**config.mk**
```make
export PLATFORM = sky130hd
export DESIGN_NAME = key_search_scheduler
export DESIGN_NICKNAME = d
export VERILOG_FILES = /design/src/rtl/rc4_pkg.sv /design/src/rtl/key_search_scheduler_core_picker.sv /design/src/rtl/key_search_scheduler.sv
export SDC_FILE = /design/constraint.sdc
export NUM_CORES = 1
export LEC_CHECK = 0
export CAP_MARGIN = 20
export CORE_MARGIN = 10
export CORE_UTILIZATION = 30
export CTS_CLUSTER_DIAMETER = 100
export DETAILED_ROUTE_END_ITERATION = 8
export DONT_BUFFER_PORTS = 1
export GPL_ROUTABILITY_DRIVEN = 0
export PLACE_DENSITY = 0.42
export SKIP_LAST_GASP = 1
export SLEW_MARGIN = 20
export SYNTH_ARGS = -nofsm -noshare
export SYNTH_HDL_FRONTEND = slang
export SYNTH_HIERARCHICAL = 1
export SYNTH_SLANG_ARGS = --single-unit
```
**constraint.sdc**
```tcl
create_clock -name clk -period 4.2 [get_ports clk]
set_input_delay 0.63 -clock clk [delete_from_list [all_inputs] [get_ports clk]]
set_output_delay 0.63 -clock clk [all_outputs]
set_load 0.005 [all_outputs]
```
**src/rtl/rc4_pkg.sv**
```systemverilog
// Shared types and defaults for the RC4 key-search scheduler.
package rc4_pkg;

    localparam int unsigned KEY_WIDTH_DEFAULT = 24;
    localparam logic [23:0] KEY_MAX_DEFAULT   = 24'h3FFFFF;

    typedef enum logic [2:0] {
        ST_IDLE,
        ST_RUN,
        ST_DRAIN,
        ST_FOUND,
        ST_EXHAUSTED
    } sched_state_t;

endpackage

```
**src/rtl/key_search_scheduler_core_picker.sv**
```systemverilog
// Lowest-index selector over a core mask, plus a popcount of a second mask.
module core_picker #(
    parameter int unsigned NUM_CORES = 4,
    parameter int unsigned IDX_W     = (NUM_CORES > 1) ? $clog2(NUM_CORES) : 1,
    parameter int unsigned CNT_W     = $clog2(NUM_CORES + 1)
) (
    input  logic [NUM_CORES-1:0] sel_mask,
    input  logic [NUM_CORES-1:0] cnt_mask,
    output logic [IDX_W-1:0]     pick_idx_c,
    output logic [CNT_W-1:0]     pick_cnt_c
);

    // Scan from the top so the lowest set index wins; count set bits of cnt_mask.
    always_comb begin
        pick_idx_c = '0;
        pick_cnt_c = '0;
        for (int i = NUM_CORES - 1; i >= 0; i--) begin
            if (sel_mask[i]) begin
                pick_idx_c = IDX_W'(i);
            end
        end
        for (int i = 0; i < NUM_CORES; i++) begin
            pick_cnt_c = pick_cnt_c + CNT_W'(cnt_mask[i]);
        end
    end

endmodule

```
**src/rtl/key_search_scheduler.sv**
```systemverilog
// Dispatches candidate RC4 keys to idle cores and stops all cores on the first hit.
module key_search_scheduler
    import rc4_pkg::*;
#(
    parameter int unsigned          NUM_CORES = 4,
    parameter int unsigned          KEY_WIDTH = KEY_WIDTH_DEFAULT,
    parameter logic [KEY_WIDTH-1:0] KEY_MAX   = KEY_WIDTH'(KEY_MAX_DEFAULT)
) (
    input  logic                           clk,
    input  logic                           reset_n,
    input  logic                           start,
    input  logic                           stop,
    input  logic [NUM_CORES-1:0]           core_done,
    input  logic [NUM_CORES-1:0]           core_found,
    output logic [NUM_CORES-1:0]           core_start,
    output logic [NUM_CORES*KEY_WIDTH-1:0] core_key,
    output logic                           core_abort,
    output logic                           busy,
    output logic                           found,
    output logic [KEY_WIDTH-1:0]           found_key,
    output logic                           exhausted,
    output logic [KEY_WIDTH:0]             keys_done
);

    localparam int unsigned IDX_W = (NUM_CORES > 1) ? $clog2(NUM_CORES) : 1;
    localparam int unsigned CNT_W = $clog2(NUM_CORES + 1);
    localparam int unsigned NK_W  = KEY_WIDTH + 1;
    // Extra top bit lets next_key step past an all-ones KEY_MAX without wrapping.
    localparam logic [NK_W-1:0] KEY_LIMIT = {1'b0, KEY_MAX};

    sched_state_t         state_q, state_n;
    logic [NK_W-1:0]      next_key_q, next_key_n;
    logic [NUM_CORES-1:0] busy_mask_q, busy_mask_n;
    logic [NUM_CORES-1:0] core_start_q, core_start_n;
    logic [KEY_WIDTH-1:0] core_key_q [NUM_CORES];
    logic [KEY_WIDTH-1:0] core_key_n [NUM_CORES];
    logic                 core_abort_q, core_abort_n;
    logic                 busy_q, busy_n;
    logic                 found_q, found_n;
    logic [KEY_WIDTH-1:0] found_key_q, found_key_n;
    logic                 exhausted_q, exhausted_n;
    logic [NK_W-1:0]      keys_done_q, keys_done_n;

    logic [NUM_CORES-1:0] done_valid_c, found_valid_c, idle_mask_c;
    logic [IDX_W-1:0]     idle_idx_c, found_idx_c;
    logic [CNT_W-1:0]     done_cnt_c, found_cnt_c;
    logic                 found_hit_c, can_dispatch_c;

    // Done pulses from cores we never started are dropped here.
    assign done_valid_c   = core_done & busy_mask_q;
    assign found_valid_c  = done_valid_c & core_found;
    assign idle_mask_c    = ~busy_mask_q;
    assign found_hit_c    = (found_cnt_c != '0);
    assign can_dispatch_c = (|idle_mask_c) && (next_key_q <= KEY_LIMIT);

    // Idle-core selection and completion count.
    core_picker #(.NUM_CORES(NUM_CORES), .IDX_W(IDX_W), .CNT_W(CNT_W)) u_idle_pick (
        .sel_mask   (idle_mask_c),
        .cnt_mask   (done_valid_c),
        .pick_idx_c (idle_idx_c),
        .pick_cnt_c (done_cnt_c)
    );

    // Found-priority encoding: lowest-index winner.
    core_picker #(.NUM_CORES(NUM_CORES), .IDX_W(IDX_W), .CNT_W(CNT_W)) u_found_pick (
        .sel_mask   (found_valid_c),
        .cnt_mask   (found_valid_c),
        .pick_idx_c (found_idx_c),
        .pick_cnt_c (found_cnt_c)
    );

    // State and output registers.
    always_ff @(posedge clk or negedge reset_n) begin
        if (!reset_n) begin
            state_q      <= ST_IDLE;
            next_key_q   <= '0;
            busy_mask_q  <= '0;
            core_start_q <= '0;
            for (int i = 0; i < NUM_CORES; i++) begin
                core_key_q[i] <= '0;
            end
            core_abort_q <= 1'b0;
            busy_q       <= 1'b0;
            found_q      <= 1'b0;
            found_key_q  <= '0;
            exhausted_q  <= 1'b0;
            keys_done_q  <= '0;
        end else begin
            state_q      <= state_n;
            next_key_q   <= next_key_n;
            busy_mask_q  <= busy_mask_n;
            core_start_q <= core_start_n;
            core_key_q   <= core_key_n;
            core_abort_q <= core_abort_n;
            busy_q       <= busy_n;
            found_q      <= found_n;
            found_key_q  <= found_key_n;
            exhausted_q  <= exhausted_n;
            keys_done_q  <= keys_done_n;
        end
    end

    // Next-state, dispatch and completion bookkeeping.
    always_comb begin
        state_n      = state_q;
        next_key_n   = next_key_q;
        busy_mask_n  = busy_mask_q;
        core_start_n = '0;
        core_key_n   = core_key_q;
        core_abort_n = 1'b0;
        found_n      = found_q;
        found_key_n  = found_key_q;
        exhausted_n  = exhausted_q;
        keys_done_n  = keys_done_q;

        case (state_q)
            ST_IDLE, ST_FOUND, ST_EXHAUSTED: begin
                // A fresh search dispatches key 0 to core 0 immediately.
                if (start) begin
                    found_n         = 1'b0;
                    exhausted_n     = 1'b0;
                    keys_done_n     = '0;
                    busy_mask_n     = '0;
                    busy_mask_n[0]  = 1'b1;
                    core_start_n[0] = 1'b1;
                    core_key_n[0]   = '0;
                    next_key_n      = NK_W'(1);
                    state_n         = (NK_W'(1) > KEY_LIMIT) ? ST_DRAIN : ST_RUN;
                end
            end
            ST_RUN, ST_DRAIN: begin
                if (found_hit_c) begin
                    found_n      = 1'b1;
                    found_key_n  = core_key_q[found_idx_c];
                    core_abort_n = 1'b1;
                    busy_mask_n  = '0;
                    keys_done_n  = keys_done_q + NK_W'(done_cnt_c);
                    state_n      = ST_FOUND;
                end else if (stop) begin
                    core_abort_n = 1'b1;
                    busy_mask_n  = '0;
                    state_n      = ST_IDLE;
                end else begin
                    keys_done_n = keys_done_q + NK_W'(done_cnt_c);
                    busy_mask_n = busy_mask_q & ~done_valid_c;
                    if (state_q == ST_RUN) begin
                        // Idle mask comes from the registered busy bits, so a core
                        // finishing this cycle is only re-dispatched next cycle.
                        if (can_dispatch_c) begin
                            busy_mask_n[idle_idx_c]  = 1'b1;
                            core_start_n[idle_idx_c] = 1'b1;
                            core_key_n[idle_idx_c]   = next_key_q[KEY_WIDTH-1:0];
                            next_key_n               = next_key_q + NK_W'(1);
                        end
                        if (next_key_n > KEY_LIMIT) begin
                            state_n = ST_DRAIN;
                        end
                    end else if (busy_mask_n == '0) begin
                        exhausted_n = 1'b1;
                        state_n     = ST_EXHAUSTED;
                    end
                end
            end
            default: begin
                state_n = ST_IDLE;
            end
        endcase

        busy_n = (state_n == ST_RUN) || (state_n == ST_DRAIN);
    end

    // Flatten per-core keys onto the output bus.
    for (genvar g = 0; g < NUM_CORES; g++) begin : g_key_out
        assign core_key[g*KEY_WIDTH +: KEY_WIDTH] = core_key_q[g];
    end

    assign core_start = core_start_q;
    assign core_abort = core_abort_q;
    assign busy       = busy_q;
    assign found      = found_q;
    assign found_key  = found_key_q;
    assign exhausted  = exhausted_q;
    assign keys_done  = keys_done_q;

endmodule

```
==> out/metrics.csv, run 1 <==
stage,metric,value,unit
synthesis,"Cell Area, Synth",0.00902,mm^2
clock_network,worst skew pair latency,0.44,ns
drt,Vias/cell,5.32,
global_routing,total gr overflow,0,
timing,RSZ-0062 raised after global routing,false,
timing,"Setup violations, final",0,
synthesis,Yosys cell types,56,
critical_path,Setup crit start kind,flip-flop,
finish,area growth from synthesis to final layout,12.3,%
critical_path,R2R depth,12,
floorplan,Starting Density,30.4,%
drt,DR iter-0 viols,425,
flow_run,max-cap violations,0,
critical_path,Reg2Reg Setup Slack,0.30,ns
outcome,status,"finished, violations left",
timing,Slew headroom,29.0,%
timing,Final Hold Fails,185,
floorplan,Die X-Extent,193,um
timing,Slew Limit Fails,0,
drt,Post-route DRC,0,
synthesis,syn_nets,814,
floorplan,Die Ht,193,um
timing,hold slack,-0.109,ns
critical_path,CP endpoint kind,flip-flop,
critical_path,worst path arrival time,4.21,ns
power,PwrDens,457,mW/mm^2
clock_network,CTS tree,built,
timing,Final min period,3.90,ns
floorplan,core footprint,0.0296,mm^2
timing,final setup TNS,0,ns
drt,Antenna Violating Nets Remaining,0,
clock_network,# Post-CTS Setup Buffers,0,
global_routing,vias in the first global route,6446,
drt,vias,6306,
finish,most frequent cells in the layout,"185 x dfrtp_1, 76 x nand2_1, 73 x mux2_2, 52 x o21ai_0, 29 x inv_1",
synthesis,"EDFF count, synth",0,
critical_path,CP max stage delay,0.54,ns
critical_path,cell family with most CP delay,simple AND/OR/NAND/NOR gates,
placement,DP HPWL,19100,um
global_routing,first-pass GRT wire length,42100,um
synthesis,Synth Warn #,6,
power,Pleak,4.48,nW
finish,# nets final,804,
placement,Inst Count DP,1152,
critical_path,worst r2r dst,core_key[87],
synthesis,Avg Inst Size Synth,11.4,um^2
timing,fin crit share,92.8,%
clock_network,"CTS clk-pin slew, worst paths",0.07,ns
clock_network,clk sinks,185,
floorplan,row count,63,
finish,layout cell share with drive strength beyond 1,23.7,%
synthesis,top post-synthesis cells by area,"dfrtp_1 51%, mux2_2 9.1%, mux4_2 6.0%, nand2_1 3.2%, o21ai_0 2.9%",
drt,wire per inst,22.9,um
critical_path,worst setup path category,flip-flop to flip-flop,
synthesis,"Async S/R FF share, synth",100,%
clock_network,root buffer cell,clkbuf_16,
global_routing,Total GRT Usage,14.4,%
timing,Least-Margin Pin Slew,1.06,ns
drt,DRT Pass-1 Iters,6,
synthesis,sequential share of the synthesized area,51.3,%
clock_network,CTS H-tree lvls,4,
critical_path,Critical Path Stages,12,
critical_path,Max Fanout on Critical Path,25,
drt,Routed WL,27100,um
critical_path,CP Cell Sequence,and3_1 -> inv_1 -> fa_1 -> inv_1 -> ha_1 -> ha_1 -> or4_4 -> nor4_4 -> o21ai_2 -> or3_2 -> buf_12 -> mux2_4,
finish,Non-Filler Instances,1185,
critical_path,end of the critical path,core_key[87],
synthesis,synthesis-stage register bit count,185,
clock_network,Longest Clk Path Bufs,2,
synthesis,area share of the largest cell type after synthesis,51.3,%
synthesis,main flop type after synthesis,dfrtp_1,
floorplan,I/O pin count,165,
timing,FMAX,0.257,GHz
critical_path,CP max-delay cell,fa_1,
outcome,failing checks,hold timing,
finish,"most common cell after layout, fill and taps aside",dfrtp_1,
critical_path,crit path from,busy_mask_q[0],
global_routing,largest net degree at the start of global routing,186,
critical_path,WP buf/inv,3,
power,Max rail drop VDD,0.221,mV
hold_path,Min-Delay Path Class,input port to async pin,
critical_path,Worst EP required,4.51,ns
synthesis,Mapped Cells,791,
timing,worst-case clock skew,0.0157,ns
synthesis,largest area contributor in the netlist,dfrtp_1,
placement,Buffers on Ports,0,
floorplan,Die ar.,0.0374,mm^2
critical_path,reg2reg start,busy_mask_q[0],
clock_network,TritonCTS Buffers,17,
global_routing,antenna violations before repair,1,
-- kinds of logic after synthesis --
family,share of synthesized area [%]
AND/OR/NAND/NOR,15.4
flip-flops,51.3
AO/OA/AOI/OAI,8.19
multiplexers,18.3
buffers and inverters,3.95
adder cells (fa/ha/maj),1.89
XOR/XNOR,0.971
-- final cells by class --
type,count,area (um^2)
Multi-Input combinational cell,523,4070
Clock inverter,13,121
Antenna cell,1,2.50
Timing Repair Buffer,25,263
Tap cell,390,488
Fill cell,2993,19500
Clock buffer,19,443
Inverter,29,109
Sequential cell,185,4630
-- report_power, final --
| group | total, mW | internal (mW) | switching, mW |
|---|---|---|---|
| Sequential | 2.07 | 1.90 | 0.172 |
| Combinational | 0.983 | 0.370 | 0.613 |
| Clock | 1.58 | 0.801 | 0.776 |
| Total | 4.63 | 3.07 | 1.56 |
-- how the worst min path moves through the flow --
stage | endpoint | cells after the start | from
floorplan | busy | 0 | reset_n
global placement | found_key[2] | 0 | reset_n
detailed placement | found_key[2] | 0 | reset_n
CTS | found_key[2] | 0 | reset_n
global route | found_key[2] | 0 | reset_n
finish | found_key[3] | 0 | reset_n
-- routing by layer --
| metal | wire length, um | vias up | global-route usage [%] |
|---|---|---|---|
| met4 | 395 | 0 | 4.46 |
| met3 | 1780 | 22 | 4.58 |
| met2 | 13100 | 167 | 23.0 |
| met5 | 0 | - | 0 |
| met1 | 11800 | 3249 | 18.1 |
| li1 | - | 2868 | - |
-- cells in the mapped netlist (4+ instances only) --
master	instances
a31oi_1	12
buf_2	6
or4_1	17
inv_1	29
or3_1	15
nor3_1	21
dfrtp_1	185
nor2_1	28
nand2b_1	13
mux2_2	73
mux4_2	24
nand4_1	18
and2_1	8
o31ai_1	12
nor4_1	7
and3_1	16
o211ai_1	6
nor2b_1	5
o21ai_0	52
a21oi_1	22
clkbuf_1	42
nand2_1	76
nand3_1	24
xnor2_1	7
ha_1	8
mux2_4	17
or2_2	4
-- state kept, by name, indices dropped and copies added (netlist names), 3 cells and up --
name         flops
state_q          3
keys_done       25
core_key        96
core_start       4
busy_mask_q      4
found_key       24
next_key_q      25
-- repair_timing --
item / in CTS / in global routing
resized for setup: 0 / 0
endpoints found under the setup margin: 0 / 0
endpoints found under the hold margin: 185 / 185
-- stage by stage --
step / cell area (um^2) / utilization (%) / hold WS, ns / setup slack, ns / power (mW)
6_report: 10100 / 34.2 / -0.109 / 0.303 / 4.63
5_1_grt: 10100 / 34.2 / -0.137 / 0.0638 / 4.88
4_1_cts: 10100 / 34.2 / -0.139 / 0.320 / 4.72
3_5_place_dp: 9560 / 32.3 / 0.342 / 0.176 / 3.11
3_3_place_gp: 9560 / 32.3 / 0.342 / 0.249 / 3.10
2_1_floorplan: 9020 / - / 0.334 / 0.144 / 2.68
Power figures use the tool's default switching activity.
==> inputs of run 2 (changes only) <==
--- a/config.mk
+++ b/config.mk
@@ -7,4 +7,6 @@
 export LEC_CHECK = 0
 export CAP_MARGIN = 20
+export CELL_PAD_IN_SITES_DETAIL_PLACEMENT = 1
+export CELL_PAD_IN_SITES_GLOBAL_PLACEMENT = 1
 export CORE_MARGIN = 10
 export CORE_UTILIZATION = 30
@@ -13,5 +15,5 @@
 export DONT_BUFFER_PORTS = 1
 export GPL_ROUTABILITY_DRIVEN = 0
-export PLACE_DENSITY = 0.42
+export PLACE_DENSITY = 0.5
 export SKIP_LAST_GASP = 1
 export SLEW_MARGIN = 20
==> constraint.sdc (replaced) <==
create_clock -name clk -period 4.2 [get_ports clk]
set_input_delay 0.84 -clock clk [delete_from_list [all_inputs] [get_ports clk]]
set_output_delay 0.84 -clock clk [all_outputs]
set_load 0.005 [all_outputs]
==> run 2 against run 1 <==
The run now ends clean. Critical endpoint is now core_key[88]. Core utilization grew 0.38 points. Highest routed layer unchanged. Critical path type unchanged. Sequential power is essentially flat. Design area grew 1.1%. Power grew 1.7%. Sequential share of layout area shrank 0.50 points. Non-clock buffer count grew 9. First-iteration DRC count shrank 25%.
==> out/metrics.csv, run 2 (same netlist as run 1, synthesis figures left out) <==
stage,metric,value,unit
outcome,status,finished clean,
drt,met2 wire length,13700,um
critical_path,WP buf/inv,3,
finish,max FFs per register,96,
power,PwrDens,460,mW/mm^2
critical_path,CP max stage delay,0.56,ns
floorplan,Die X-Extent,193,um
critical_path,worst r2r dst,core_key[88],
critical_path,CP Cell Sequence,and3_1 -> inv_1 -> fa_1 -> inv_1 -> ha_2 -> ha_4 -> or4_4 -> nor4_4 -> o21ai_2 -> or3_2 -> buf_4 -> mux2_4,
timing,RSZ-0062 raised after global routing,false,
clock_network,Post-CTS Resized,0,
flow_run,max-cap violations,0,
floorplan,Starting Density,30.4,%
critical_path,Worst path most repeated cell,inv_1,
drt,vias,6379,
power,switching part of the total power,33.2,%
drt,top layer in use,met4,
finish,antenna cell count,0,
critical_path,reg2reg start,busy_mask_q[1],
finish,Fillers,3267,
clock_network,root buffer cell,clkbuf_16,
power,Pleak,4.52,nW
critical_path,Reg2Reg Setup Slack,0.31,ns
finish,layout cell share with drive strength beyond 1,25.2,%
global_routing,total gr overflow,0,
critical_path,R2R depth,12,
floorplan,core footprint,0.0296,mm^2
placement,Buffers on Ports,0,
power,Int Pwr,3.15,mW
finish,# nets final,813,
finish,area of the multi-input gates,0.00409,mm^2
power,Max rail drop VDD,0.239,mV
placement,DP HPWL,20100,um
power,Switching Power,1.56,mW
clock_network,CTS tree,built,
drt,Vias/cell,5.35,
critical_path,Setup crit start kind,flip-flop,
global_routing,first-pass GRT wire length,44700,um
clock_network,clk sinks,185,
critical_path,CP endpoint kind,flip-flop,
timing,Final Hold Fails,0,
critical_path,Worst EP required,4.52,ns
critical_path,Critical Path Stages,12,
hold_path,Min-Delay Path Class,input port to async pin,
clock_network,TritonCTS Buffers,17,
global_routing,Total GRT Usage,15.0,%
critical_path,worst path arrival time,4.21,ns
clock_network,CTS Hold Bufs,0,
timing,Least-Margin Pin Slew,0.881,ns
clock_network,# Post-CTS Setup Buffers,0,
floorplan,row count,63,
timing,"Setup violations, final",0,
floorplan,Die ar.,0.0374,mm^2
global_routing,vias in the first global route,6989,
drt,met1 WL,12600,um
drt,DR iter-0 viols,320,
finish,register area,0.00463,mm^2
critical_path,Max Fanout on Critical Path,9,
clock_network,Longest Clk Path Bufs,2,
critical_path,cell family with most CP delay,simple AND/OR/NAND/NOR gates,
drt,Antenna Violating Nets Remaining,0,
floorplan,Die Ht,193,um
timing,Slew headroom,40.8,%
timing,Slew Limit Fails,0,
critical_path,CP max-delay cell,or4_4,
drt,wire per inst,23.7,um
critical_path,worst setup path category,flip-flop to flip-flop,
timing,worst-case clock skew,0.0139,ns
drt,DRT Pass-1 Iters,4,
floorplan,I/O pin count,165,
timing,fin crit share,92.6,%
finish,area growth from synthesis to final layout,13.6,%
power,combinational share of power,21.8,%
power,clock share of power,34.3,%
timing,Final min period,3.89,ns
finish,"most common cell after layout, fill and taps aside",dfrtp_1,
drt,Routed WL,28300,um
clock_network,CTS H-tree lvls,4,
finish,most frequent cells in the layout,"185 x dfrtp_1, 76 x nand2_1, 73 x mux2_2, 52 x o21ai_0",
global_routing,largest net degree at the start of global routing,186,
power,Power Total,4.71,mW
drt,met3 wire length,1580,um
timing,hold slack,0.0967,ns
drt,Post-route DRC,0,
clock_network,"CTS clk-pin slew, worst paths",0.07,ns
timing,FMAX,0.257,GHz
power,sequential share of power,43.9,%
clock_network,worst skew pair latency,0.45,ns
global_routing,antenna violations before repair,0,
run 2: final cells by class:
type                    instances  share of cell area [%]
clock buffers                  19                    4.33
clock inverters                13                    1.30
inverters                      29                    1.06
multi-input cells             523                    40.0
flip-flops and latches        185                    45.2
well taps                     390                    4.77
repair buffers                 34                    3.35
run 2: power by group through the flow:
stage,registers (mW),clock network (mW),logic (mW)
after floorplan,2.01,0,0.673
after global placement,2.10,0,1.02
after detailed placement,2.11,0,1.05
after CTS,2.08,1.68,1.06
after global routing,2.09,1.74,1.14
final,2.07,1.62,1.03
run 2: layer usage:
metal / track usage [%] / up-vias
met2: 24.5 / 134
met3: 4.62 / 26
met1: 18.9 / 3353
li1: - / 2866
met5: 0 / -
met4: 4.03 / 0
run 2: worst max-delay path by stage:
stage,start,end,slack [ns]
global placement,core_found[3],core_key[92],0.04
finish,busy_mask_q[1],core_key[88],0.31
global route,busy_mask_q[1],keys_done[22],0.12
floorplan,core_found[3],core_key[77],-0.007
CTS,busy_mask_q[1],core_key[87],0.31
detailed placement,core_found[3],core_key[88],-0.02
run 2: per-stage QoR:
| stage | util, % | std cells | instance area (um^2) | worst slack, ns | TNS [ns] |
|---|---|---|---|---|---|
| 3_5_place_dp | 32.6 | 1161 | 9660 | -0.0200 | -0.0856 |
| 2_1_floorplan | - | 791 | 9040 | -0.00664 | -0.0807 |
| 6_report | 34.5 | 1193 | 10200 | 0.311 | 0 |
| 3_3_place_gp | 32.6 | 1161 | 9660 | 0.0447 | 0 |
| 5_1_grt | 34.5 | 1193 | 10200 | 0.125 | 0 |
| 4_1_cts | 34.5 | 1193 | 10200 | 0.305 | 0 |
run 2: worst register-to-register path: cells and delay by family (launching register included):
kind | cells | cell delay (ns)
flops | 1 | 0.49
simple gates | 4 | 1.62
compound gates | 1 | 0.10
buf+inv | 3 | 0.32
fa+ha+maj | 3 | 0.93
mux | 1 | 0.31
==> inputs of run 3 (changes only) <==
- ABC_CLOCK_PERIOD_IN_PS: unset -> 4200
- CORE_MARGIN: 10 -> 2
- REMOVE_ABC_BUFFERS: unset -> 1
==> run 3 against run 2 <==
Fmax fell by 0.75%. Largest power group unchanged. Sequential power barely moved. Cell count barely moved. Die area fell by 16%. Largest cell class unchanged.
==> out/metrics.csv, run 3 (same netlist as run 1, synthesis figures left out) <==
stage,metric,value,unit
placement,placed cell area,0.00967,mm^2
critical_path,Setup crit start kind,flip-flop,
power,PwrDens,460,mW/mm^2
timing,PnR worst setup slack,0.282,ns
critical_path,cell family with most CP delay,simple AND/OR/NAND/NOR gates,
floorplan,Die ar.,0.0315,mm^2
placement,pre-CTS WS,0.00135,ns
global_routing,total gr overflow,0,
hold_path,Min-Delay Path Class,input port to async pin,
critical_path,Worst EP required,4.52,ns
timing,"Setup violations, final",0,
clock_network,Post-CTS Resized,0,
clock_network,CTS tree,built,
critical_path,CP Cell Sequence,and3_1 -> inv_1 -> fa_1 -> inv_1 -> ha_1 -> ha_1 -> or4_4 -> nor4_4 -> o21ai_2 -> or3_2 -> buf_12 -> mux2_4,
clock_network,Longest Clk Path Bufs,2,
floorplan,Die X-Extent,177,um
placement,Inst Count DP,1162,
drt,Vias/cell,5.33,
floorplan,Starting Density,30.4,%
drt,DR iter-0 viols,224,
floorplan,I/O pin count,165,
timing,Final Hold Fails,0,
clock_network,"CTS clk-pin slew, worst paths",0.08,ns
global_routing,Total GRT Usage,17.8,%
timing,Slew Limit Fails,0,
drt,Routed WL,27100,um
floorplan,row count,63,
clock_network,CTS Hold Bufs,0,
finish,most frequent cells in the layout,"185 x dfrtp_1, 76 x nand2_1, 73 x mux2_2, 52 x o21ai_0, 29 x inv_1",
timing,fin crit share,93.3,%
timing,Final min period,3.92,ns
global_routing,first-pass GRT wire length,42300,um
floorplan,Die Ht,177,um
finish,# nets final,814,
timing,worst-case clock skew,0.0137,ns
flow_run,max-cap violations,0,
critical_path,worst path arrival time,4.24,ns
critical_path,worst setup path category,flip-flop to flip-flop,
clock_network,CTS H-tree lvls,4,
critical_path,CP max stage delay,0.55,ns
drt,Post-route DRC,0,
power,Max rail drop VDD,0.249,mV
critical_path,WP buf/inv,3,
drt,Antenna Violating Nets Remaining,0,
clock_network,worst skew pair latency,0.44,ns
finish,Layout Utilization,34.6,%
timing,FMAX,0.255,GHz
timing,final setup TNS,0,ns
power,Pleak,4.55,nW
timing,hold slack,0.106,ns
clock_network,# Post-CTS Setup Buffers,0,
finish,"most common cell after layout, fill and taps aside",dfrtp_1,
timing,Slew headroom,29.9,%
finish,area growth from synthesis to final layout,13.8,%
drt,wire per inst,22.7,um
finish,Fillers,3269,
critical_path,Max Fanout on Critical Path,25,
global_routing,vias in the first global route,6962,
timing,RSZ-0062 raised after global routing,false,
drt,vias,6361,
finish,final design instance area without fill,0.0103,mm^2
outcome,status,finished clean,
placement,Buffers on Ports,0,
clock_network,TritonCTS Buffers,17,
clock_network,root buffer cell,clkbuf_16,
power,Power Total,4.72,mW
finish,layout cell share with drive strength beyond 1,24.8,%
finish,antenna cell count,0,
floorplan,core footprint,0.0296,mm^2
clock_network,clk sinks,185,
critical_path,CP endpoint kind,flip-flop,
drt,DRT Pass-1 Iters,4,
finish,Non-Filler Instances,1194,
global_routing,largest net degree at the start of global routing,186,
critical_path,CP max-delay cell,or4_4,
global_routing,antenna violations before repair,0,
timing,Least-Margin Pin Slew,1.04,ns
placement,DP HPWL,18800,um
finish,max FFs per register,96,
## run 3: changes by cell type in the layout (fill, tap and decap cells not counted), sizes merged
cell	delta
clkbuf	-2
clkinv	+2
buf	+1
## run 3: final timing paths
check,start,endpoint,slack (ns),cells after the start
max reg2reg,busy_mask_q[0],core_key[77],0.28,12
min,reset_n,core_key[31],0.11,0
min reg2reg,next_key_q[23],next_key_q[23],0.52,1
max,busy_mask_q[0],core_key[77],0.28,12
min in group clk,next_key_q[23],next_key_q[23],0.52,1
max in group asynchronous,reset_n,core_key[1],3.81,0
## run 3: layer usage
| layer | GRT usage, % | share of wire, % | vias to the layer above |
|---|---|---|---|
| li1 | - | - | 2874 |
| met2 | 28.9 | 49 | 154 |
| met3 | 5.23 | 6.5 | 30 |
| met4 | 5.02 | 1.6 | 0 |
| met5 | 0 | 0 | - |
| met1 | 23.1 | 43 | 3303 |
## run 3: area by class of cell
| class | count | area (um^2) | share of cell area (%) |
|---|---|---|---|
| flip-flops and latches | 185 | 4630 | 45.1 |
| multi-input cells | 523 | 4070 | 39.7 |
| well taps | 390 | 488 | 4.76 |
| clock buffers | 17 | 425 | 4.15 |
| repair buffers | 35 | 375 | 3.66 |
| clock inverters | 15 | 159 | 1.55 |
| inverters | 29 | 109 | 1.06 |
## run 3: report_power, final
part,total [mW],leakage [nW],switching (mW),internal (mW)
Combinational,1.03,1.71,0.629,0.404
Sequential,2.07,2.56,0.168,1.90
Clock,1.62,0.278,0.779,0.843
